`src/rtl/rr_mux_if.sv`:
```
// rr_mux_if -- handshake bundle between an rr_mux and its neighbours.
//
// Handshake rules (both sides): a word moves on a clock edge exactly when
// valid and ready are both high on that edge.  A producer holding valid high
// keeps its data stable until the word moves.  Ready may depend on valid
// but never on the ready of another channel.
//
// Signals:
//   mode      0 = fixed select via sel, 1 = round-robin arbitration
//   sel       channel index used in fixed mode
//   in_data   packed channel words, channel k at [k*WIDTH +: WIDTH]
//   in_valid  per-channel valid
//   in_ready  per-channel accept (one-hot or zero)
//   out_data  registered selected word
//   out_chan  channel that supplied out_data
//   out_valid out_data/out_chan hold an untaken word
//   out_ready downstream accept
//
// master: the side driving the inputs and consuming the outputs.
// slave : the rr_mux itself.
interface rr_mux_if #(
    parameter int WIDTH    = 8,
    parameter int CHANNELS = 4
);
    localparam int SEL_W = (CHANNELS > 1) ? $clog2(CHANNELS) : 1;

    logic                      mode;
    logic [SEL_W-1:0]          sel;
    logic [CHANNELS*WIDTH-1:0] in_data;
    logic [CHANNELS-1:0]       in_valid;
    logic [CHANNELS-1:0]       in_ready;
    logic [WIDTH-1:0]          out_data;
    logic [SEL_W-1:0]          out_chan;
    logic                      out_valid;
    logic                      out_ready;

    modport master (
        output mode, sel, in_data, in_valid, out_ready,
        input  in_ready, out_data, out_chan, out_valid
    );

    modport slave (
        input  mode, sel, in_data, in_valid, out_ready,
        output in_ready, out_data, out_chan, out_valid
    );
endinterface

```
`src/rtl/rr_mux.sv`:
```
// rr_mux -- N-channel multiplexer with a one-word output register.
// Channel choice is either a fixed index (mode 0) or round-robin starting at
// an internal pointer (mode 1).  The output register reloads on the same
// cycle it is taken, so throughput is one word per cycle.
//
// Ports:
//   clk       clock, rising edge
//   rst_n     synchronous active-low reset
//   bus       rr_mux_if slave modport (handshake and data)
//   dbg_ptr_o current round-robin pointer, for observation only
module rr_mux #(
    parameter  int WIDTH    = 8,
    parameter  int CHANNELS = 4,
    localparam int SEL_W    = (CHANNELS > 1) ? $clog2(CHANNELS) : 1
) (
    input  logic             clk,
    input  logic             rst_n,
    rr_mux_if.slave          bus,
    output logic [SEL_W-1:0] dbg_ptr_o
);

    logic [SEL_W-1:0]    ptr_q, ptr_d;
    logic [WIDTH-1:0]    out_data_q, out_data_d;
    logic [SEL_W-1:0]    out_chan_q, out_chan_d;
    logic                out_valid_q, out_valid_d;

    logic                grant_vld;
    logic [SEL_W-1:0]    grant_idx;
    logic [WIDTH-1:0]    grant_data;
    logic                load_en;
    logic                xfer;
    logic [CHANNELS-1:0] in_ready;
    int                  rr_sum;
    logic [SEL_W-1:0]    rr_idx;

    // Grant selection.  The round-robin scan runs from the farthest offset
    // back toward ptr so the closest requester after ptr is left as winner.
    always_comb begin
        grant_vld = 1'b0;
        grant_idx = '0;
        rr_sum    = 0;
        rr_idx    = '0;
        if (!bus.mode) begin
            // Only indices below CHANNELS are compared, so an out-of-range
            // sel simply finds no grant.
            for (int k = 0; k < CHANNELS; k++) begin
                if (bus.sel == SEL_W'(k) && bus.in_valid[k]) begin
                    grant_vld = 1'b1;
                    grant_idx = SEL_W'(k);
                end
            end
        end else begin
            for (int i = CHANNELS - 1; i >= 0; i--) begin
                rr_sum = int'(ptr_q) + i;
                if (rr_sum >= CHANNELS) begin
                    rr_sum = rr_sum - CHANNELS;
                end
                rr_idx = SEL_W'(rr_sum);
                for (int k = 0; k < CHANNELS; k++) begin
                    if (rr_idx == SEL_W'(k) && bus.in_valid[k]) begin
                        grant_vld = 1'b1;
                        grant_idx = rr_idx;
                    end
                end
            end
        end
    end

    // Data of the granted channel.
    always_comb begin
        grant_data = '0;
        for (int k = 0; k < CHANNELS; k++) begin
            if (grant_idx == SEL_W'(k)) begin
                grant_data = bus.in_data[k*WIDTH +: WIDTH];
            end
        end
    end

    // The register can take a new word when empty or being emptied now.
    assign load_en = !out_valid_q || bus.out_ready;

    always_comb begin
        for (int k = 0; k < CHANNELS; k++) begin
            in_ready[k] = rst_n && load_en && grant_vld && (grant_idx == SEL_W'(k));
        end
    end

    assign xfer = |(in_ready & bus.in_valid);

    always_comb begin
        ptr_d       = ptr_q;
        out_data_d  = out_data_q;
        out_chan_d  = out_chan_q;
        out_valid_d = out_valid_q;
        if (xfer) begin
            out_data_d  = grant_data;
            out_chan_d  = grant_idx;
            out_valid_d = 1'b1;
            // Explicit wrap keeps ptr inside 0..CHANNELS-1 for any CHANNELS.
            ptr_d       = (grant_idx == SEL_W'(CHANNELS - 1)) ? '0 : grant_idx + SEL_W'(1);
        end else if (bus.out_ready) begin
            out_valid_d = 1'b0;
        end
    end

    always_ff @(posedge clk) begin
        if (!rst_n) begin
            ptr_q       <= '0;
            out_data_q  <= '0;
            out_chan_q  <= '0;
            out_valid_q <= 1'b0;
        end else begin
            ptr_q       <= ptr_d;
            out_data_q  <= out_data_d;
            out_chan_q  <= out_chan_d;
            out_valid_q <= out_valid_d;
        end
    end

    assign bus.in_ready  = in_ready;
    assign bus.out_data  = out_data_q;
    assign bus.out_chan  = out_chan_q;
    assign bus.out_valid = out_valid_q;
    assign dbg_ptr_o     = ptr_q;

endmodule

```
`src/flat_wrapper.sv`:
```
// flat-port wrapper written by rule: the top's interface ports become plain ports
module rr_mux_flat 
#(
    parameter  int WIDTH    = 8,
    parameter  int CHANNELS = 4,
    localparam int SEL_W    = (CHANNELS > 1) ? $clog2(CHANNELS) : 1
)
  (clk, rst_n, dbg_ptr_o, bus_mode, bus_sel, bus_in_data, bus_in_valid, bus_out_ready, bus_in_ready, bus_out_data, bus_out_chan, bus_out_valid);
  rr_mux_if #(.WIDTH(WIDTH), .CHANNELS(CHANNELS)) bus_i ();
  input  logic clk;
  input  logic rst_n;
  output logic [SEL_W-1:0] dbg_ptr_o;
  input wire logic [$bits(bus_i.mode)-1:0] bus_mode;
  input wire logic [$bits(bus_i.sel)-1:0] bus_sel;
  input wire logic [$bits(bus_i.in_data)-1:0] bus_in_data;
  input wire logic [$bits(bus_i.in_valid)-1:0] bus_in_valid;
  input wire logic [$bits(bus_i.out_ready)-1:0] bus_out_ready;
  output wire logic [$bits(bus_i.in_ready)-1:0] bus_in_ready;
  output wire logic [$bits(bus_i.out_data)-1:0] bus_out_data;
  output wire logic [$bits(bus_i.out_chan)-1:0] bus_out_chan;
  output wire logic [$bits(bus_i.out_valid)-1:0] bus_out_valid;
  assign bus_i.mode = bus_mode;
  assign bus_i.sel = bus_sel;
  assign bus_i.in_data = bus_in_data;
  assign bus_i.in_valid = bus_in_valid;
  assign bus_i.out_ready = bus_out_ready;
  assign bus_in_ready = bus_i.in_ready;
  assign bus_out_data = bus_i.out_data;
  assign bus_out_chan = bus_i.out_chan;
  assign bus_out_valid = bus_i.out_valid;
  rr_mux #(.WIDTH(WIDTH), .CHANNELS(CHANNELS)) u_core (.clk(clk), .rst_n(rst_n), .bus(bus_i), .dbg_ptr_o(dbg_ptr_o));
endmodule
```
`config.mk`:
```
export PLATFORM = sky130hd
export DESIGN_NAME = rr_mux_flat
export DESIGN_NICKNAME = d
export VERILOG_FILES = /design/src/rtl/rr_mux_if.sv /design/src/rtl/rr_mux.sv /design/src/flat_wrapper.sv
export SDC_FILE = /design/constraint.sdc
export NUM_CORES = 1
export LEC_CHECK = 0
export ABC_AREA = 1
export ABC_CLOCK_PERIOD_IN_PS = 3100
export CAP_MARGIN = 20
export CORE_ASPECT_RATIO = 1.25
export CORE_MARGIN = 4
export CORE_UTILIZATION = 40
export CTS_CLUSTER_DIAMETER = 80
export DETAILED_ROUTE_END_ITERATION = 8
export GPL_TIMING_DRIVEN = 0
export HOLD_SLACK_MARGIN = 0.05
export PLACE_DENSITY = 0.8
export SETUP_SLACK_MARGIN = 0.05
export SYNTH_ARGS = -nofsm -noshare
export SYNTH_HDL_FRONTEND = slang
export SYNTH_SLANG_ARGS = --single-unit
```
`constraint.sdc`:
```
create_clock -name clk -period 3.1 [get_ports clk]
set_input_delay 0.62 -clock clk [delete_from_list [all_inputs] [get_ports clk]]
set_output_delay 0.62 -clock clk [all_outputs]
set_load 0.02 [all_outputs]
```
# Word-level counts from Yosys, hierarchy flattened
# Index checks and enable logic that the tools add are counted.
[word_totals] in_bits=42 ff_bits=13 output_inout_bits=17 word_cells=127
[op_classes] muxes=56 n_reduce_logical=36 eq_ne=18 order_cmp=4 bitwise=1 n_addsub=8
[op_table] cell="2-bit two-way mux" count=28
[op_table] cell="8-bit two-way mux" count=4
[op_table] cell="1-bit logical AND" count=26
[op_table] cell="2-bit == test, second input constant" count=12
[op_table] cell="1-bit two-way mux" count=24
[op_table] cell="2-bit by 1-bit == test with 1-bit output, second input constant" count=6
[op_table] cell="2-bit logical NOT" count=6
[op_table] cell="3-bit >= comparator, second input constant" count=3
[op_table] cell="2-bit by 1-bit subtractor with 2-bit output, second input constant" count=4
[op_table] cell="2-bit by 2-bit adder with 3-bit output, second input constant" count=2
[op_table] cell="4-bit AND" count=1
[op_table] cell="4-bit OR reduction" count=1
[op_table] cell="2-bit by 1-bit adder with 3-bit output, second input constant" count=1
[op_table] cell="2-bit by 3-bit >= comparator with 1-bit output, second input constant" count=1
[op_table] cell="2-bit by 1-bit adder with 2-bit output, second input constant" count=1
[op_table] cell="2-bit nonzero test" count=1
[op_table] cell="1-bit logical NOT" count=1
[op_table] cell="1-bit logical OR" count=1

# Logic depth before layout (Yosys ltp)
# Gate-level depths: netlist of run 1.
[depth] ltp_word=28 depth_mapped=20

# Worst setup path before layout of run 1
# No wires, ideal clock.
[synth_path] kind="register -> output" startpoint="reg u_core.ptr_q[0] (netlist: u_core.dbg_ptr_o[0])" endpoint="out bus_in_ready[3]" slack_ps=-214 stages_incl_launch_ff=15 path_buffers=2 t_arrival_ps=2694 required_time_ps=2480 cell_sequence="dfxtp_1 inv_1 ha_1 nand2_1 nand2_1 nor2_2 o21ai_0 o21ai_1 o211ai_1 a21boi_1 ha_1 clkbuf_1 clkbuf_1 inv_1 nor2_1"
[synth_via] elab_chain_cells=25 elab_cells_between_ends=88 cone_classes="add/sub: 7; order compare: 4; eq/ne: 13; mux: 42; reduce/logical: 22"
[synth_rtl] item="start: declaration" line_no="rr_mux.sv:22" source="logic [SEL_W-1:0] ptr_q, ptr_d;"
[synth_rtl] item="start signal: assignment" line_no="rr_mux.sv:113" source="ptr_q <= ptr_d;"
[synth_rtl] item="2-bit by 2-bit adder with 3-bit output" line_no="rr_mux.sv:54" source="rr_sum = int'(ptr_q) + i;"
[synth_rtl] item="3-bit >= comparator / 2-bit by 1-bit subtractor with 2-bit output (equally long branches)" line_no="rr_mux.sv:55, rr_mux.sv:56"
[synth_rtl] item="2-bit two-way mux" line_no="rr_mux.sv:55" source="if (rr_sum >= CHANNELS) begin"
[synth_rtl] item="2-bit two-way mux" line_no="rr_mux.sv:43" source="if (!bus.mode) begin"
[synth_rtl] item="2-bit logical NOT" line_no="rr_mux.sv:60" source="if (rr_idx == SEL_W'(k) && bus.in_valid[k]) begin"
[synth_rtl] item="1-bit logical AND" line_no="rr_mux.sv:60"
[synth_rtl] item="2-bit two-way mux (15 in series)" line_no="rr_mux.sv:60"
[synth_rtl] item="2-bit two-way mux *" line_no="rr_mux.sv:60"
[synth_rtl] item="2-bit two-way mux *" line_no="rr_mux.sv:43"
[synth_rtl] item="net u_core.grant_idx[1]" line_no="rr_mux.sv:28" source="logic [SEL_W-1:0] grant_idx;"
[synth_rtl] item="2-bit == test *" line_no="rr_mux.sv:84" source="in_ready[k] = rst_n && load_en && grant_vld && (grant_idx == SEL_W'(k));"
[synth_rtl] item="1-bit logical AND *" line_no="rr_mux.sv:84"
[synth_rtl] item="end: declaration" line_no="flat_wrapper.sv:18" source="output wire logic [$bits(bus_i.in_ready)-1:0] bus_in_ready;"
# The timed path passes the listed nets; every way through them passes the cells marked *. The select of a mux whose other input is x is not followed.

# Final worst setup path of run 1
[layout_path] startpoint="reg u_core.ptr_q[0] (netlist: u_core.dbg_ptr_o[0])" endpoint="out bus_in_ready[1]"
[layout_via] elab_chain_cells=25 elab_cells_between_ends=88 cone_classes="add/sub: 7; order compare: 4; eq/ne: 13; mux: 42; reduce/logical: 22"
[layout_rtl] item="2-bit by 2-bit adder with 3-bit output" line_no="rr_mux.sv:54"
[layout_rtl] item="3-bit >= comparator / 2-bit by 1-bit subtractor with 2-bit output (equally long branches)" line_no="rr_mux.sv:55, rr_mux.sv:56"
[layout_rtl] item="2-bit two-way mux" line_no="rr_mux.sv:55"
[layout_rtl] item="2-bit two-way mux" line_no="rr_mux.sv:43"
[layout_rtl] item="2-bit logical NOT" line_no="rr_mux.sv:60"
[layout_rtl] item="1-bit logical AND" line_no="rr_mux.sv:60"
[layout_rtl] item="2-bit two-way mux (15 in series)" line_no="rr_mux.sv:60"
[layout_rtl] item="2-bit two-way mux *" line_no="rr_mux.sv:60"
[layout_rtl] item="2-bit two-way mux *" line_no="rr_mux.sv:43"
[layout_rtl] item="net u_core.grant_idx[1]" line_no="rr_mux.sv:28"
[layout_rtl] item="2-bit by 1-bit == test with 1-bit output *" line_no="rr_mux.sv:84"
[layout_rtl] item="1-bit logical AND *" line_no="rr_mux.sv:84"
# Marked as above.

==> results.md, run 1 <==
* Via density at 4.99
* Part of the Yosys area used for sequential elements at 0.223
* H-tree levels at 1
* Root Buffer: clkbuf_4
* CP startpoint kind: flop
* I/O Buffers at 57
* Commonest cells post-synth: 48 x nand2_1, 28 x o21ai_0, 18 x nor2_1
* Yosys warning total at 0
* Final Cell Area at 2090 um2
* # fillers at 224
* Maximum vdd drop at 0.321 mV
* Clk sinks at 13
* Die width at 56.3 um
* #FFs+latches synth at 13
* FFs w/ async S/R, synth at 0
* Actual slew at the worst max-slew pin at 278 ps
* Outcome: finished clean
* # rows at 21
* CP endpoint kind: output port
* Share of cells above drive strength 1 at 0.255
* Share of the synthesized area in the top cell type at 0.223
* Final wirelength at 3760 um
* Post-synthesis average cell area at 5.95 um2
* Max Cap Violations at 0
* PD cells at 476 nW/um2
* Worst-skew pair later-pin latency at 270 ps
* DRC at 0
* Cell area after synthesis at 1170 um2
* Max-slew headroom at 0.813
* All-Layer GR Usage at 0.196
* Critical-path cell list: inv_4 > ha_4 > nand2_1 > nand2_1 > nor2_4 > o21ai_2 > o21ai_1 > o211ai_1 > a21boi_2 > buf_6 > inv_4 > ha_4 > buf_6 > inv_8 > nor2_4 > buf_6
* Utilization after layout at 0.765
* Fin. Hold Viols at 0
* First-pass GRT wire length at 5990 um
* Most area-hungry cell type in the Yosys netlist: dfxtp_1
* 1st-pass router iterations at 4
* Pin count of the biggest net entering global routing at 18
* Antenna violations before repair at 0
* N_diodes at 0
* GPL Wtd Cong at 0.823
* Reg-to-Reg Start: u_core.dbg_ptr_o[0]$_SDFFE_PN0P_
* Die Ht at 68.4 um
* Worst stage delay on the critical path at 410 ps
* Final min period at 2980 ps
* Lkg Pwr at 0.875 nW
* Num CTS Buffers at 3
* Final HPWL DP at 2790 um
* Clock Path Buffers at 2
* Crit path max fanout at 5
* Clock slew at reported path FFs at 70 ps
* Post-synth cell types at 20
* Worst hold path type: reg -> reg
* Vias at 1522
* Post-synth EDFFs at 0
* Cells after Synth at 196
* Slowest cell on the critical path: dfxtp_4
* Worst path arrival time at 2360 ps
* Core area at 2730 um2
* Crit-path most repeated cell: buf_6
* Hold wc startpoint: u_core.bus.out_data[1]$_SDFFE_PN0P_
* Fmax at 336 MHz
* Starting Density at 0.427
* Initial drt markers at 45
* Fin nets at 322
* CP Buf/Inv Count at 6
* Period utilization at 0.961
* Vias in the first global route at 1451
* Full die area at 3850 um2
* RSZ-0062 raised after global routing: yes
* Most numerous cell in the Yosys netlist: nand2_1
* CP delay by family, top: buffers and inverters
* Crit. Startpoint: u_core.dbg_ptr_o[0]$_SDFFE_PN0P_
* Commonest register cell after synthesis: dfxtp_1
* Crit path required time at 2480 ps
* Setup Viol. Count Final at 0
* Setup TNS at 0 ps
* CTS tree: yes
* Total gr overflow at 0
* Slew Limit Fails at 0
* Placed Area at 1790 um2
* Dominant cells by area after synthesis: dfxtp_1 22%, nand2_1 15%, o21ai_0 12%
* Final antenna-violating net count at 0
* Io pins at 59
* Syn Nets at 246
* Routed len/inst at 12.3 um
* CP Class: reg -> out
* Clock skew at 4.10 ps
* Area growth from synthesis to layout at 79.3%
## repair_timing
| item | 4_1_cts | 5_1_grt |
|---|---|---|
| hold buffers | 0 | 0 |
| resized for setup | 56 | 22 |
| pin swaps | 6 | 6 |
| setup buffers | 12 | 6 |
| endpoints found under the setup margin | 17 | 8 |
## per-layer routing
layer	routed length, um	global-route usage	vias to the layer above	part of all wire
met3	294	0.0679	9	0.078
met1	1450	0.194	661	0.39
met4	76	0.0682	0	0.020
met5	0	0	-	0
met2	1940	0.383	46	0.52
li1	-	-	806	-
## final timing paths
check	slack [ps]	cells after the start	to
worst max-delay path	120	16	bus_in_ready[1]
worst max register to register	300	19	u_core.bus.out_data[0]$_SDFFE_PN0P_
worst min register to register	470	2	u_core.bus.out_data[1]$_SDFFE_PN0P_
worst min-delay path	470	2	u_core.bus.out_data[1]$_SDFFE_PN0P_
## power breakdown
part / total, mW / switching (mW) / leakage, nW / internal, mW
Sequential: 0.223 / 0.0261 / 0.108 / 0.197
Clock: 0.101 / 0.0509 / 0.0150 / 0.0499
Combinational: 0.671 / 0.346 / 0.752 / 0.325
## layout make-up
type | count | area, um2 | share of cell area
multi-input combinational | 158 | 935 | 0.447
timing repair buffer | 75 | 703 | 0.336
sequential | 13 | 268 | 0.128
inverter | 16 | 78.8 | 0.0377
tap | 34 | 42.5 | 0.0203
buffer | 5 | 37.5 | 0.0180
clock buffer | 4 | 26.3 | 0.0126
## cells in the final DEF (no fill, tap or decap), types with 6 or more instances in the layout
cell / Yosys / layout
nand4_1: 6 / 6
nor3_1: 7 / 7
ha_4: 0 / 8
buf_4: 0 / 18
nand2_1: 48 / 45
inv_1: 15 / 10
nand3_1: 16 / 16
clkdlybuf4s50_1: 0 / 49
a21oi_1: 14 / 14
o21ai_0: 28 / 26
nand2_2: 6 / 9
dfxtp_1: 13 / 11
nor2_1: 18 / 15
## cells by family after synthesis
group	synth area share
compound gates	0.197
simple gates	0.401
flops	0.223
fa+ha+maj	0.0858
buf+inv	0.0923
## metrics by stage
stage / setup WS (ps) / std cells / hold WS (ps) / total power, mW
3_3_place_gp: -1180 / 287 / 459 / 0.732
3_5_place_dp: -1230 / 287 / 463 / 0.737
5_1_grt: -13.9 / 305 / 492 / 1.08
6_report: 120 / 305 / 472 / 0.995
2_1_floorplan: 44.1 / 196 / 545 / 0.546
4_1_cts: 56.4 / 300 / 475 / 0.942
## flip-flops by register name, indices dropped and copies added, names as in the netlist
register / cells
u_core.bus.out_data: 8
u_core.bus.out_valid: 1
u_core.dbg_ptr_o: 2
u_core.bus.out_chan: 2
## worst min-delay path, stage by stage, from the launching register on
cell and delay, ps:
dfxtp_1 320, nand2_2 60, a21oi_1 50
Note: power is estimated with default switching activity, not from simulation.
==> run 2, diff against run 1 <==
ABC_CLOCK_PERIOD_IN_PS = 3200   (was 3100)
clock period = 3.2 ns   (was 3.1 ns; I/O delays follow)
==> run 2 against run 1 <==
  * Clock power about the same
  * Sequential cell count unchanged
  * Critical endpoint unchanged
  * Critical path type is now in -> out
  * Largest power group unchanged
  * Clock skew down 0.96 ps
==> results.md, run 2 (synthesized netlist as in run 1, its figures left out) <==
* Pin count of the biggest net entering global routing at 11 (-7)
* Vias at 1533 (+0.72%)
* Outcome: finished clean
* I/O Buffers at 57 (unchanged)
* Reg2Reg Depth at 22 (+3)
* Setup Viol. Count Final at 0 (unchanged)
* First-pass GRT wire length at 5820 um (-2.8%)
* Max-slew headroom at 0.758 (-0.0553)
* Worst hold path type: reg -> reg
* Worst R2R Setup Slack at 280 ps (-20 ps)
* Max Cap Violations at 0 (unchanged)
* Die width at 56.3 um (unchanged)
* Switching power at 0.403 mW (-4.7%)
* Die Ht at 68.4 um (unchanged)
* RSZ-0062 raised after global routing: yes
* Antenna violations before repair at 0 (unchanged)
* # rows at 21 (unchanged)
* CP endpoint kind: output port
* Max FFs per register at 8 (unchanged)
* Worst r2r dst: u_core.bus.out_data[2]$_SDFFE_PN0P_
* Finished Layout Cells at 305 (unchanged)
* Slew Limit Fails at 0 (unchanged)
* Lkg Pwr at 0.872 nW (-0.24%)
* Io pins at 59 (unchanged)
* Clock skew at 3.14 ps (-0.963 ps)
* Crit path max fanout at 6 (+1)
* Internal power at 0.546 mW (-4.6%)
* GPL Wtd Cong at 0.840 (+2.1%)
* Crit path required time at 2560 ps (+80 ps)
* Starting Density at 0.427 (unchanged)
* 1st-pass router iterations at 4 (unchanged)
* Total gr overflow at 0 (unchanged)
* Actual slew at the worst max-slew pin at 360 ps (+82.0 ps)
* Area growth from synthesis to layout at 73.4%
* Full die area at 3850 um2 (unchanged)
* Final wirelength at 3810 um (+1.2%)
* Setup TNS at 0 ps (unchanged)
* N_diodes at 0 (unchanged)
* Period utilization at 0.950
* Leading cell types in the layout, fill and taps excluded: 49 x clkdlybuf4s50_1, 47 x nand2_1, 26 x o21ai_0, 18 x buf_4
* Hold Path End: u_core.bus.out_chan[0]$_SDFFE_PN0P_
* Via density at 5.03 (+0.72%)
* Flop pwr share at 0.224 (about the same)
* Fin nets at 322 (unchanged)
* Final min period at 3040 ps
* Setup WS post-layout at 161 ps (+41.2 ps)
* Worst path arrival time at 2400 ps (+40 ps)
* Maximum vdd drop at 0.442 mV (+38%)
* Routed len/inst at 12.5 um (+1.2%)
* Net Sw Frac at 0.425 (about the same)
* Hold WS at 470 ps (-2.21 ps)
* Hold wc startpoint: u_core.bus.out_chan[0]$_SDFFE_PN0P_
* Final antenna-violating net count at 0 (unchanged)
* Clock Path Buffers at 2 (unchanged)
* Share of cells above drive strength 1 at 0.236 (-0.0185)
* Part of the power in combinational logic at 0.667 (-0.007)
* DP Worst Slack at -1200 ps (+37.2 ps)
* Core area at 2730 um2 (unchanged)
* Initial drt markers at 22 (-51%)
* H-tree levels at 1 (unchanged)
* WHS Path Cells at 2 (unchanged)
* Fin. Hold Viols at 0 (unchanged)
* PD cells at 469 nW/um2 (-1.4%)
* Clock share of power at 0.109 (+0.008)
* Clock slew at reported path FFs at 80 ps (about the same)
* Reg-to-Reg Start: u_core.dbg_ptr_o[0]$_SDFFE_PN0P_
* Root Buffer: clkbuf_4
* Commonest non-fill, non-tap cell in the layout: clkdlybuf4s50_1
* Clk sinks at 13 (unchanged)
* Vias in the first global route at 1412 (-2.7%)
* Fmax at 329 MHz
* Worst-skew pair later-pin latency at 280 ps (about the same)
* DRC at 0 (unchanged)
* Final HPWL DP at 2770 um (-0.72%)
* Dpl cells at 287 (unchanged)
* CTS tree: yes
* All-Layer GR Usage at 0.189 (-0.00757)
* CP startpoint kind: input port
* Num CTS Buffers at 3 (unchanged)
* CP Class: in -> out
==> run 2: cell types whose count changed in the layout (fill, tap and decap cells not counted), moves of 2 or more <==
cell	delta
inv_4	-2
ha_2	+3
clkdlybuf4s15_2	-3
inv_2	+3
nand2_1	+2
nand2_2	-2
ha_4	-3
clkdlybuf4s15_1	+2
==> run 2: layout make-up <==
type,instances,area (um2)
multi-input combinational,158,888
fill,233,711
timing repair buffer,74,677
sequential,13,268
inverter,16,70.1
buffer,6,48.8
tap,34,42.5
clock buffer,3,22.5
clock inverter,1,5.00
==> run 2: power by group through the flow <==
stage          registers (mW)  logic [mW]  clock network [mW]
4_1_cts                 0.210       0.554               0.103
3_3_place_gp            0.214       0.495                   0
3_5_place_dp            0.214       0.498                   0
5_1_grt                 0.218       0.692               0.113
2_1_floorplan           0.245       0.283                   0
6_report                0.213       0.633               0.103
==> run 2: stage by stage <==
| stage | utilization | power [mW] | cell area, um2 |
|---|---|---|---|
| detailed placement | 0.653 | 0.712 | 1780 |
| global placement | 0.653 | 0.709 | 1780 |
| global route | 0.740 | 1.02 | 2020 |
| finish | 0.740 | 0.949 | 2020 |
| CTS | 0.691 | 0.867 | 1890 |
| floorplan | - | 0.528 | 1170 |
==> run 2: how the worst max path moves through the flow <==
stage                                      from  cells after the start              end  slack [ps]
3_3_place_gp                    bus_in_valid[2]                     14  bus_in_ready[3]       -1190
5_1_grt        u_core.dbg_ptr_o[0]$_SDFFE_PN0P_                     14  bus_in_ready[3]          40
6_report                        bus_in_valid[0]                     15  bus_in_ready[1]         160
3_5_place_dp                    bus_in_valid[2]                     14  bus_in_ready[3]       -1200
2_1_floorplan  u_core.dbg_ptr_o[0]$_SDFFE_PN0P_                     14  bus_in_ready[3]          50
4_1_cts        u_core.dbg_ptr_o[0]$_SDFFE_PN0P_                     15  bus_in_ready[3]          40
==> run 2: timing repair <==
action / 4_1_cts / 5_1_grt
resized for setup: 43 / 23
setup buffers: 6 / 11
endpoints found under the setup margin: 15 / 4
hold buffers: 0 / 0
pin swaps: 3 / 3
==> run 2: critical path: stages <==
cell	delay, ps
clkdlybuf4s15_1	260
nand2_1	100
nand2_1	60
nor2_2	140
o21ai_2	80
o21ai_1	110
o211ai_1	110
a21boi_2	170
buf_4	150
inv_2	40
ha_2	160
buf_6	130
inv_8	50
nor2_4	30
buf_6	130
==> run 2: per-layer routing <==
metal | track usage | wire, um
met3 | 0.0604 | 239
met4 | 0.0415 | 35
met5 | 0 | 0
met2 | 0.373 | 2020
met1 | 0.195 | 1520
==> run 3, diff against run 2 <==
CORE_ASPECT_RATIO = default   (was 1.25)
CORE_UTILIZATION = 62   (was 40)
DONT_BUFFER_PORTS = 1   (was default)
PLACE_DENSITY = 0.84   (was 0.8)
==> run 3 against run 2 <==
  * Clock skew grew 5.1 ps
  * Die area decreased by 31%
  * Combinational power fell by 20%
  * Design area decreased by 27%
  * Sequential cell count is the same
  * Register-to-register slack about the same
  * Worst setup slack got worse by 150 ps
  * Power fell by 9.1%
  * Fmax shrank 4.8%
  * Cell count is 23% lower
  * Count of clock-buffer cells in the layout increased by 1
  * Critical path type is now reg -> out
==> results.md, run 3 (synthesized netlist as in run 1, its figures left out) <==
* Outcome: finished clean
* Setup Viol. Count Final at 0 (unchanged)
* Internal power at 0.453 mW (-17%)
* Vias in the first global route at 1367 (-3.2%)
* Period utilization at 0.997 (+0.0476)
* Part of the power in combinational logic at 0.587 (-0.080)
* N_diodes at 0 (unchanged)
* Clock share of power at 0.120 (+0.011)
* Net Sw Frac at 0.474 (+0.0495)
* Reg-to-Reg Start: u_core.dbg_ptr_o[1]$_SDFFE_PN0P_
* Hold Path End: u_core.bus.out_valid$_SDFFE_PN0P_
* Placed Area at 1200 um2 (-33%)
* Worst hold path type: in -> reg
* Dpl cells at 221 (-23%)
* Final HPWL DP at 2430 um (-12%)
* First-pass GRT wire length at 5890 um (+1.1%)
* Reg2Reg Depth at 17 (-23%)
* Maximum vdd drop at 0.422 mV (-4.5%)
* RSZ-0062 raised after global routing: yes
* Post-CTS Hold Buffers at 0 (unchanged)
* Vias at 1428 (-6.8%)
* Final min period at 3190 ps (+152 ps)
* Final wirelength at 3870 um (+1.6%)
* GPL Wtd Cong at 0.836 (-0.45%)
* Setup WS post-layout at 9.05 ps (-152 ps)
* Finished Layout Cells at 236 (-23%)
* Worst stage delay on the critical path at 450 ps (+190 ps)
* Worst R2R Setup Slack at 270 ps (about the same)
* CP endpoint kind: output port
* Root Buffer: clkbuf_4
* Slowest cell on the critical path: dfxtp_4
* Worst-skew pair later-pin latency at 290 ps (about the same)
* Critical-path cell list: inv_4 > ha_4 > nand2_2 > nand2_2 > nor2_4 > o21ai_2 > o21ai_1 > o211ai_1 > a21boi_2 > buf_4 > ha_4 > clkinvlp_4 > nor2_4
* Area growth from synthesis to layout at 26.6%
* Leading cell types in the layout, fill and taps excluded: 43 x nand2_1, 26 x o21ai_0, 16 x nand3_1
* Clk sinks at 13 (unchanged)
* Max-slew headroom at 0.749 (-0.00862)
* Max FFs per register at 8 (unchanged)
* Via density at 6.05 (+20%)
* Initial drt markers at 73 (+230%)
* Worst r2r dst: u_core.bus.out_data[7]$_SDFFE_PN0P_
* Core area at 1750 um2 (-36%)
* 1st-pass router iterations at 4 (unchanged)
* All-Layer GR Usage at 0.290 (+0.101)
* Crit path max fanout at 7 (+1)
* Crit path required time at 2560 ps (about the same)
* Flop pwr share at 0.293 (+0.069)
* Fmax at 313 MHz (-4.8%)
* Clock Path Buffers at 2 (unchanged)
* Die Ht at 51.4 um (-25%)
* Share of cells above drive strength 1 at 0.280 (+0.0435)
* Slew Limit Fails at 0 (unchanged)
* CTS tree: yes
* Final Cell Area at 1480 um2 (-27%)
* Fin nets at 262 (-19%)
* Routed len/inst at 16.4 um (+31%)
* DRC at 0 (unchanged)
* Full die area at 2640 um2 (-31%)
* Commonest non-fill, non-tap cell in the layout: nand2_1
* WHS Path Cells at 3 (+1)
* Pin count of the biggest net entering global routing at 11 (unchanged)
* H-tree levels at 1 (unchanged)
* Hold wc startpoint: bus_out_ready
* Io pins at 59 (unchanged)
* CP Buf/Inv Count at 3 (-3)
* Antenna violations before repair at 0 (unchanged)
* Die width at 51.4 um (-8.7%)
* Max Cap Violations at 0 (unchanged)
* Actual slew at the worst max-slew pin at 376 ps (+15.8 ps)
* Num CTS Buffers at 3 (unchanged)
* Fin. Hold Viols at 0 (unchanged)
* Worst path arrival time at 2550 ps (+150 ps)
* # rows at 15 (-29%)
* Lkg Pwr at 0.633 nW (-27%)
* Hold WS at 560 ps (+90.5 ps)
* CP startpoint kind: flop
* Switching power at 0.409 mW (+1.5%)
* Total gr overflow at 0 (unchanged)
* Final antenna-violating net count at 0 (unchanged)
* Setup TNS at 0 ps (unchanged)
* CP Class: reg -> out
* # fillers at 117 (-50%)
* Clock skew at 8.22 ps (+5.09 ps)
* I/O Buffers at 0 (-100%)
* Utilization after layout at 0.846 (+0.106)
* Clock slew at reported path FFs at 80 ps (about the same)
* DP Worst Slack at -404 ps (+792 ps)
* PD cells at 584 nW/um2 (+24%)
* Starting Density at 0.668 (+0.241)
* CP delay by family, top: compound AO/OA/AOI/OAI gates
* Total Power at 0.862 mW (-9.1%)
run 3: cell count changes in the layout (fill, tap and decap cells not counted), moves of 2 or more:
cell,change
clkdlybuf4s50_1,-49
buf_4,-4
nand2_1,-4
nand2_2,+4
nor2_4,+4
buf_2,-2
clkbuf_2,-2
clkdlybuf4s15_1,-2
ha_1,+2
ha_2,-2
inv_2,-2
inv_4,+2
nor2_1,-2
nor2_2,-2
run 3: worst min-delay path: stages:
cell and delay (ps):
inv_1 20, nand2_1 70, a21oi_1 70
run 3: how the worst max path moves through the flow:
stage                                     start              end  slack (ps)  cells past startpoint
2_1_floorplan  u_core.dbg_ptr_o[0]$_SDFFE_PN0P_  bus_in_ready[3]          50                     14
3_3_place_gp   u_core.dbg_ptr_o[0]$_SDFFE_PN0P_  bus_in_ready[3]        -290                     14
3_5_place_dp   u_core.dbg_ptr_o[0]$_SDFFE_PN0P_  bus_in_ready[3]        -400                     14
4_1_cts        u_core.dbg_ptr_o[0]$_SDFFE_PN0P_  bus_in_ready[3]          10                     14
5_1_grt        u_core.dbg_ptr_o[0]$_SDFFE_PN0P_  bus_in_ready[2]         -80                     13
6_report       u_core.dbg_ptr_o[1]$_SDFFE_PN0P_  bus_in_ready[2]           9                     13
run 3: cell type report:
type | count | area [um2] | share of cell area
multi-input cells | 158 | 918 | 0.622
inverters | 16 | 78.8 | 0.0534
clock buffers | 4 | 26.3 | 0.0178
well taps | 25 | 31.3 | 0.0212
repair buffers | 13 | 97.6 | 0.0661
plain buffers | 7 | 56.3 | 0.0381
flip-flops and latches | 13 | 268 | 0.181
run 3: power groups by stage:
stage	clock [mW]	sequential, mW	combinational [mW]
after floorplan	0	0.245	0.283
after global placement	0	0.250	0.331
after detailed placement	0	0.251	0.346
after CTS	0.102	0.248	0.407
after global routing	0.114	0.256	0.562
final	0.103	0.253	0.506
run 3: what timing repair did:
| action | 4_1_cts | 5_1_grt |
|---|---|---|
| pin swaps | 5 | 15 |
| gates resized for setup | 25 | 25 |
| hold endpoints to repair | 0 | 0 |
| setup endpoints to repair | 13 | 6 |
| setup buffers | 5 | 8 |
run 3: metal layers:
layer  routed length (um)  up-vias  GRT usage  share of wire
li1                     -      684          -              -
met1                 1380      654      0.315           0.36
met2                 2080       86      0.542           0.54
met3                  357        4     0.0904          0.092
met4                   48        0     0.0568          0.012
met5                    0        -          0              0
